==> config.mk <==
export PLATFORM = sky130hd
export DESIGN_NAME = keylock_core
export DESIGN_NICKNAME = d
export VERILOG_FILES = /design/src/rtl/keylock_core.sv
export SDC_FILE = /design/constraint.sdc
export NUM_CORES = 1
export LEC_CHECK = 0
export BUFFER_PORTS_ARGS = -buffer_cell sky130_fd_sc_hd__buf_4
export CAP_MARGIN = 20
export CELL_PAD_IN_SITES_DETAIL_PLACEMENT = 1
export CELL_PAD_IN_SITES_GLOBAL_PLACEMENT = 1
export CORE_MARGIN = 3
export CORE_UTILIZATION = 45
export CTS_CLUSTER_SIZE = 16
export DETAILED_ROUTE_END_ITERATION = 10
export PLACE_DENSITY_LB_ADDON = 0.1
export SLEW_MARGIN = 0
export SYNTH_ARGS = -nofsm -noshare
export SYNTH_HDL_FRONTEND = slang
export SYNTH_SLANG_ARGS = --single-unit
==> constraint.sdc <==
create_clock -name hwclk -period 7.2 [get_ports hwclk]
set_clock_uncertainty 0.05 [all_clocks]
set_input_delay 0.36 -clock hwclk [delete_from_list [all_inputs] [get_ports hwclk]]
set_output_delay 0.36 -clock hwclk [all_outputs]
set_load 0.02 [all_outputs]
==> src/rtl/keylock_core.sv <==
// keylock_core: keypad lock controller with user/master codes,
// code change, failed-attempt lockout and inactivity timeout.
//
// Ports:
//   hwclk, reset       - clock, synchronous active-high reset
//   key, key_valid     - debounced key code and its one-cycle strobe
//   locked, lockout    - lock state, high while locked out
//   prog_mode          - high while entering/confirming a new code
//   digit_count        - digits in entry buffer (DIGITS+1 = overlength)
//   success, error     - one-cycle result pulses
//   user_code          - current user code
module keylock_core #(
    parameter int                  DIGITS         = 6,
    parameter logic [4*DIGITS-1:0] MASTER_CODE    = 24'h555116,
    parameter logic [4*DIGITS-1:0] DEFAULT_UC     = 24'h666666,
    parameter int                  MAX_FAILS      = 3,
    parameter int                  LOCKOUT_CYCLES = 120000000,
    parameter int                  TIMEOUT_CYCLES = 60000000
) (
    input  logic                        hwclk,
    input  logic                        reset,
    input  logic [3:0]                  key,
    input  logic                        key_valid,
    output logic                        locked,
    output logic                        lockout,
    output logic                        prog_mode,
    output logic [$clog2(DIGITS+2)-1:0] digit_count,
    output logic                        success,
    output logic                        error,
    output logic [4*DIGITS-1:0]         user_code
);

    localparam int CW   = 4 * DIGITS;
    localparam int DCW  = $clog2(DIGITS + 2);
    localparam int TMAX = (LOCKOUT_CYCLES > TIMEOUT_CYCLES) ?
                          LOCKOUT_CYCLES : TIMEOUT_CYCLES;
    localparam int TW   = $clog2(TMAX + 1);
    localparam int FW   = $clog2(MAX_FAILS + 1);

    localparam logic [DCW-1:0] DC_FULL = DCW'(DIGITS);
    localparam logic [DCW-1:0] DC_OVER = DCW'(DIGITS + 1);
    localparam logic [TW-1:0]  T_LOCK  = TW'(LOCKOUT_CYCLES - 1);
    localparam logic [TW-1:0]  T_IDLE  = TW'(TIMEOUT_CYCLES - 1);
    localparam logic [FW-1:0]  F_LAST  = FW'(MAX_FAILS - 1);

    typedef enum logic [2:0] {
        S_IDLE,
        S_ENTRY,
        S_NEW,
        S_CONFIRM,
        S_LOCK
    } state_t;

    state_t          state;
    logic [CW-1:0]   entry_buf;
    logic [CW-1:0]   pending;
    logic [TW-1:0]   timer;
    logic [FW-1:0]   fail_cnt;

    logic is_dig;
    logic is_clr;
    logic is_ent;
    logic valid;

    assign is_dig = key_valid && (key <= 4'd9);
    assign is_clr = key_valid && (key == 4'hA);
    assign is_ent = key_valid && (key == 4'hB);
    assign valid  = (digit_count == DC_FULL);

    always_ff @(posedge hwclk) begin
        if (reset) begin
            state       <= S_IDLE;
            locked      <= 1'b0;
            lockout     <= 1'b0;
            prog_mode   <= 1'b0;
            success     <= 1'b0;
            error       <= 1'b0;
            digit_count <= '0;
            entry_buf   <= '0;
            pending     <= '0;
            timer       <= '0;
            fail_cnt    <= '0;
            user_code   <= DEFAULT_UC;
        end else begin
            success <= 1'b0;
            error   <= 1'b0;
            case (state)
                S_LOCK: begin
                    // Keys are dropped for the whole lockout window,
                    // including its final cycle.
                    entry_buf   <= '0;
                    digit_count <= '0;
                    if (timer == '0) begin
                        state   <= S_IDLE;
                        lockout <= 1'b0;
                    end else begin
                        timer <= timer - 1'b1;
                    end
                end
                default: begin
                    if (is_dig) begin
                        entry_buf <= {entry_buf[CW-5:0], key};
                        if (digit_count != DC_OVER)
                            digit_count <= digit_count + 1'b1;
                        timer <= '0;
                        if (state == S_IDLE)
                            state <= S_ENTRY;
                    end else if (is_clr) begin
                        entry_buf   <= '0;
                        digit_count <= '0;
                        timer       <= '0;
                        if (state == S_ENTRY)
                            state <= S_IDLE;
                    end else if (is_ent) begin
                        entry_buf   <= '0;
                        digit_count <= '0;
                        timer       <= '0;
                        case (state)
                            S_IDLE, S_ENTRY: begin
                                if (valid && entry_buf == MASTER_CODE) begin
                                    state     <= S_NEW;
                                    prog_mode <= 1'b1;
                                    fail_cnt  <= '0;
                                end else if (valid &&
                                             entry_buf == user_code) begin
                                    locked   <= ~locked;
                                    success  <= 1'b1;
                                    fail_cnt <= '0;
                                    state    <= S_IDLE;
                                end else begin
                                    error <= 1'b1;
                                    if (fail_cnt == F_LAST) begin
                                        state    <= S_LOCK;
                                        lockout  <= 1'b1;
                                        fail_cnt <= '0;
                                        timer    <= T_LOCK;
                                    end else begin
                                        fail_cnt <= fail_cnt + 1'b1;
                                        state    <= S_IDLE;
                                    end
                                end
                            end
                            S_NEW: begin
                                if (valid) begin
                                    pending <= entry_buf;
                                    state   <= S_CONFIRM;
                                end else begin
                                    error     <= 1'b1;
                                    prog_mode <= 1'b0;
                                    state     <= S_IDLE;
                                end
                            end
                            S_CONFIRM: begin
                                if (valid && entry_buf == pending) begin
                                    user_code <= pending;
                                    success   <= 1'b1;
                                end else begin
                                    error <= 1'b1;
                                end
                                prog_mode <= 1'b0;
                                state     <= S_IDLE;
                            end
                            default: ;
                        endcase
                    end else if (state != S_IDLE) begin
                        // Inactivity timer only runs while an entry
                        // or a code change is in progress.
                        if (timer == T_IDLE) begin
                            error       <= 1'b1;
                            entry_buf   <= '0;
                            digit_count <= '0;
                            pending     <= '0;
                            timer       <= '0;
                            prog_mode   <= 1'b0;
                            state       <= S_IDLE;
                        end else begin
                            timer <= timer + 1'b1;
                        end
                    end
                end
            endcase
        end
    end

endmodule
=== Yosys cells after proc, flatten, opt, wreduce, memory -nomap -nowiden ===
Index checks and enable logic that the tools add are counted.

* Bits in registers: 112
* Bits of input ports: 7
* Output and inout bits: 32
* Logic and storage cells: 150

* Add/sub/neg operators: 4
* $lt $le $gt $ge: 1
* Equal/unequal tests: 28
* Mux-type cells: 67
* Bitwise operators: 6
* Reductions and logical operators: 32

{| class="wikitable"
|+ Operator list
! cell !! count
|-
| 27-bit 2-to-1 mux || 11
|-
| 24-bit 2-to-1 mux || 8
|-
| 24-bit == test || 2
|-
| 3-bit 2-to-1 mux || 16
|-
| 27-bit by 1-bit adder with 27-bit output, second input constant || 1
|-
| 27-bit by 26-bit == test with 1-bit output, second input constant || 1
|-
| 27-bit logical NOT || 1
|-
| 27-bit by 1-bit subtractor with 27-bit output, second input constant || 1
|-
| 24-bit by 23-bit == test with 1-bit output, second input constant || 1
|-
| 1-bit 2-to-1 mux || 24
|-
| 8-bit AND reduction || 2
|-
| 2-bit by 1-bit != test with 1-bit output, second input constant || 7
|-
| 7-bit AND reduction || 2
|-
| 6-bit AND reduction || 2
|-
| 2-bit nonzero test || 5
|-
| 5-bit nonzero test || 2
|-
| 3-bit != test, second input constant || 3
|-
| 3-bit one-hot mux with 3 select lines || 1
|-
| 4-bit == test, second input constant || 2
|-
| 2-bit 2-to-1 mux || 4
|-
| 4-bit nonzero test || 2
|-
| 7-bit by 3-bit != test with 1-bit output, second input constant || 1
|-
| 3-bit by 2-bit == test with 1-bit output, second input constant || 2
|-
| 3-bit == test, second input constant || 2
|-
| other kinds (21) || 35
|}

=== Logic depth before layout (Yosys ltp) ===
* Depth after elaboration: 9
* Gate-level depth with buffers: 11
* Depth with buffers taken out: 9

=== Worst setup path before layout ===
Ideal clock, no wire load.

* Path type: reg-to-reg
* Start: register timer[6]
* End: register timer[7]
* Library setup time: 132 ps
* Arrival: 2327 ps
* Data required time: 7018 ps
* Path slack: 4692 ps
* Stages on the path, launching flop included: 11
* Path buffers: 4
* Clock period less this slack: 2508 ps
* Path through: dfxtp_1 buf_6 or4_4 buf_6 or2_1 buf_6 o31ai_4 nand2b_2 buf_2 a32oi_1 o22ai_1

* Longest elaborated chain between the ends: 7
* Elaborated cells between the ends (all ways): 13
* Those cells by class: add/sub (2); eq/ne (2); mux (7); reduce/logical (2)

{| class="wikitable"
|+ Ends and longest elaborated chain
! element !! line !! source
|-
| start, declared || 57 || <nowiki>logic [TW-1:0] timer;</nowiki>
|-
| start signal, assigned || 97 || <nowiki>timer <= timer - 1'b1;</nowiki>
|-
| start signal, assigned || 177 || <nowiki>timer <= timer + 1'b1;</nowiki>
|-
| 27-bit by 1-bit adder with 27-bit output or 27-bit by 26-bit == test with 1-bit output (tied branches) || 177, 168 ||
|-
| 27-bit 2-to-1 mux || 168 || <nowiki>if (timer == T_IDLE) begin</nowiki>
|-
| 27-bit 2-to-1 mux || 165 || <nowiki>end else if (state != S_IDLE) begin</nowiki>
|-
| 27-bit 2-to-1 mux || 114 || <nowiki>end else if (is_ent) begin</nowiki>
|-
| 27-bit 2-to-1 mux || 108 || <nowiki>end else if (is_clr) begin</nowiki>
|-
| 27-bit 2-to-1 mux || 101 || <nowiki>if (is_dig) begin</nowiki>
|-
| 27-bit 2-to-1 mux || 87 || <nowiki>case (state)</nowiki>
|}

Parallel ways exist; a longest one is shown, timed or not. The select of a mux whose other input is x is not followed.
A chain may end at the register's enable or synchronous reset.

=== Worst setup path after layout ===
* Start: register state[1]
* End: register timer[2]

* Longest elaborated chain between the ends: 7
* Elaborated cells between the ends (all ways): 13
* Those cells by class: eq/ne (3); mux (5); reduce/logical (5)

{| class="wikitable"
|+ Ends and longest elaborated chain
! element !! line !! source
|-
| start, declared || 54 || <nowiki>state_t state;</nowiki>
|-
| start signal, assigned || 72 || <nowiki>state <= S_IDLE;</nowiki>
|-
| start signal, assigned || 94 || <nowiki>state <= S_IDLE;</nowiki>
|-
| start signal, assigned || 107 || <nowiki>state <= S_ENTRY;</nowiki>
|-
| 3-bit by 1-bit == test with 1-bit output or 3-bit logical NOT (tied branches) || 118 || <nowiki>case (state)</nowiki>
|-
| 2-bit OR reduction || 118 ||
|-
| 27-bit 2-to-1 mux || 118 ||
|-
| 27-bit 2-to-1 mux || 114 ||
|-
| 27-bit 2-to-1 mux || 108 ||
|-
| 27-bit 2-to-1 mux || 101 ||
|-
| 27-bit 2-to-1 mux || 87 ||
|}

Parallel ways exist; a longest one is shown, timed or not.

==> flow_metrics.py <==
metrics = {
    "floorplan": {
        "dieWidth_um": 123,
        "die-area_sq_um": 15200,
        "die_h_um": 123,
        "rows": 42,
        "coreArea_sq_um": 13300,
        "ioPinCount": 39,
        "start_util_pct": 46.3,
    },
    "synth": {
        "yosys.area.top_type_share_pct": 36.3,
        "ys_ff_latch": 112,
        "yosys.area.top_type": "dfxtp_1",
        "syn-instance-count": 744,
        "syn-cell-area_sq_um": 6180,
        "synth.most_common_cell": "dfxtp_1",
        "synthDistinctLibCells": 68,
        "ys_warn_count": 0,
        "syn_nets": 757,
        "ys.flop_type": "dfxtp_1",
        "synth_seq_area_share_pct": 36.3,
        "synthTopCellsByCount": "112 x dfxtp_1, 87 x nor2_1, 50 x nand2_1, 49 x clkbuf_1, 40 x a21oi_1",
        "ys_top_cells_by_area": "dfxtp_1 36%, xor2_1 5.4%, nor2_1 5.3%",
        "avgSynthCellArea_sq_um": 8.30,
        "synth_edf_count": 0,
        "synthArstFlopShare_pct": 0,
    },
    "drt": {
        "wl_met2_um": 10500,
        "top_layer_used": "met4",
        "drt-initial-drc-count": 375,
        "dr_total_vias": 5723,
        "drt-met1-wl_um": 8590,
        "route.met3.wl_um": 782,
        "firstDrtPassIters": 6,
        "postRouteAntennaNets": 0,
        "drcViolationCount": 0,
        "avgRoutedWirePerCell_um": 22.1,
        "routed_wl_um": 20300,
        "vias_per_cell": 6.25,
    },
    "power_and_ir_drop": {
        "p_leak_uw": 0.00247,
        "p_sw_uw": 372,
        "p_comb_share_pct": 11.0,
        "clkPwrFrac_pct": 39.0,
        "intPower_uw": 914,
        "p_per_area_nw_per_um2": 191,
        "swShare_pct": 28.9,
        "power_frac_seq_pct": 50.0,
        "ir_drop_mv": 0.183,
    },
    "timing": {
        "fin_crit_ps": 3350,
        "final_hold_viol_count": 0,
        "finalSetupViolCount": 0,
        "slew-limit-headroom_pct": 22.5,
        "fmax_mhz": 299,
        "worst_pin_slew_ps": 1160,
        "rsz0062_at_grt": "false",
        "fin_crit_sh_pct": 46.5,
        "setup_ws_ps": 3850,
        "slew_viol_final": 0,
        "finalSetupTns_ps": 0,
    },
    "critical_path": {
        "cp_max_fo": 19,
        "path_class": "reg2reg",
        "required_ps": 7370,
        "cp.arrival_ps": 3520,
        "worstSetupEndpointType": "flip-flop",
        "r2r_slack_ps": 3850,
        "worst_setup_path_start_kind": "flip-flop",
    },
    "global_route": {
        "grt-ovfl-total": 0,
        "grtUsageTotal_pct": 27.4,
        "grt_max_degree": 50,
        "first_global_vias": 5884,
        "antenna_found_initial": 0,
        "grt_pass1_wl_um": 32300,
    },
    "placed_design": {
        "gp_congestion": 0.872,
        "place_hpwl_um": 14100,
        "io_buffers": 38,
        "place_ws_ps": 3990,
    },
    "run": {
        "max-cap-violations": 0,
    },
    "worst_hold_path": {
        "hp-class": "in2reg",
    },
    "cts": {
        "root_buffer": "clkbuf_16",
        "cts_sinks": 112,
        "cts_buffers": 9,
        "ctsHtreeMaxLevel": 3,
        "clkTransAtPathRegs_ps": 80,
        "cts_tree": "done",
        "clockBufferDepth": 2,
        "postCtsSetupBuffers": 0,
        "hold_buffers": 0,
        "clkLatencyLatePin_ps": 370,
        "cts.repair.resized": 0,
    },
    "run_status": {
        "outcome": "finished clean",
    },
    "cells_and_area": {
        "syn2layout_area_growth_pct": 9.19,
        "drive_gt1_share_pct": 10.5,
        "postLayoutCoreUtil_pct": 50.5,
        "nNetsFinal": 749,
        "num_antenna_cells": 0,
    },
}
kinds of logic after synthesis:
kind of cell    count (synthesis)  synth area share (%)
flops                         112                  36.3
compound gates                178                  20.2
mux                            26                  4.21
buf+inv                        71                  5.00
fa+ha+maj                       6                  1.22
simple gates                  284                  23.6
xor+xnor                       67                  9.50
power by group through the flow:
stage | combinational, uW | sequential (uW) | clock (uW)
after floorplan | 113 | 647 | 0
after CTS | 140 | 643 | 510
after global routing | 153 | 645 | 539
after detailed placement | 138 | 658 | 0
after global placement | 134 | 657 | 0
final | 141 | 643 | 501
worst paths after layout:
check / to / cells after the start / startpoint
worst max register to register: timer[2]$_SDFFE_PP0P_ / 6 / state[1]$_SDFFE_PP0P_
worst min register to register: lockout$_SDFFE_PP0P_ / 2 / lockout$_SDFFE_PP0P_
worst max-delay path: timer[2]$_SDFFE_PP0P_ / 6 / state[1]$_SDFFE_PP0P_
worst min-delay path: entry_buf[2]$_SDFFE_PP0P_ / 3 / key[2]
final cells by class:
| cell class | count | area [sq um] |
|---|---|---|
| clock buffers | 9 | 225 |
| clock inverters | 6 | 61.3 |
| fillers | 1634 | 6600 |
| inverters | 7 | 26.3 |
| multi-input cells | 561 | 3630 |
| flip-flops and latches | 112 | 2240 |
| well taps | 176 | 220 |
| repair buffers | 45 | 338 |
routing by layer:
| layer | track usage, % | up-vias |
|---|---|---|
| met1 | 33.7 | 2844 |
| met3 | 4.80 | 27 |
| li1 | - | 2695 |
| met5 | 0 | - |
| met2 | 48.5 | 157 |
| met4 | 9.00 | 0 |
sequential cells by signal, summed over array words and instances (netlist names):
| signal | flops |
|---|---|
| locked | 1 |
| timer | 27 |
| success | 1 |
| fail_cnt | 2 |
| lockout | 1 |
| pending | 24 |
| user_code | 24 |
| error | 1 |
| state | 3 |
| prog_mode | 1 |
| entry_buf | 24 |
| digit_count | 3 |
worst max-delay path, cell delays in order (launching register included):
cell and delay (ps):
dfxtp_1 430, nor2_1 380, and2_1 840, nor2_1 380
a21oi_1 580, or3_1 400, o22ai_1 140
placed cells by master (no fill, tap or decap), drive strengths merged, types with 4 or more instances in the layout:
| cell type | count |
|---|---|
| dfxtp | 112 |
| nor2 | 89 |
| nand2 | 50 |
| buf | 45 |
| a21oi | 40 |
| xor2 | 38 |
| a22oi | 32 |
| xnor2 | 29 |
| nor3 | 28 |
| o21ai | 27 |
| mux2i | 26 |
| nand3 | 25 |
| nor4 | 24 |
| a22o | 23 |
| nand4 | 13 |
| or3 | 12 |
| o22ai | 10 |
| inv | 10 |
| clkbuf | 9 |
| o31ai | 8 |
| and2 | 7 |
| and3 | 6 |
| a31oi | 6 |
| ha | 6 |
| a211oi | 6 |
| a311oi | 4 |
| o221a | 4 |
| or4 | 4 |
stage by stage:
step | hold slack (ps) | cells | cell area (sq um) | power, uW
final | 240 | 916 | 6750 | 1290
after global routing | 252 | 916 | 6750 | 1340
after CTS | 236 | 916 | 6750 | 1290
after detailed placement | 424 | 901 | 6460 | 796
after global placement | 413 | 901 | 6460 | 791
after floorplan | 416 | 744 | 6180 | 760
No activity file was read; power rests on OpenSTA's default activity.
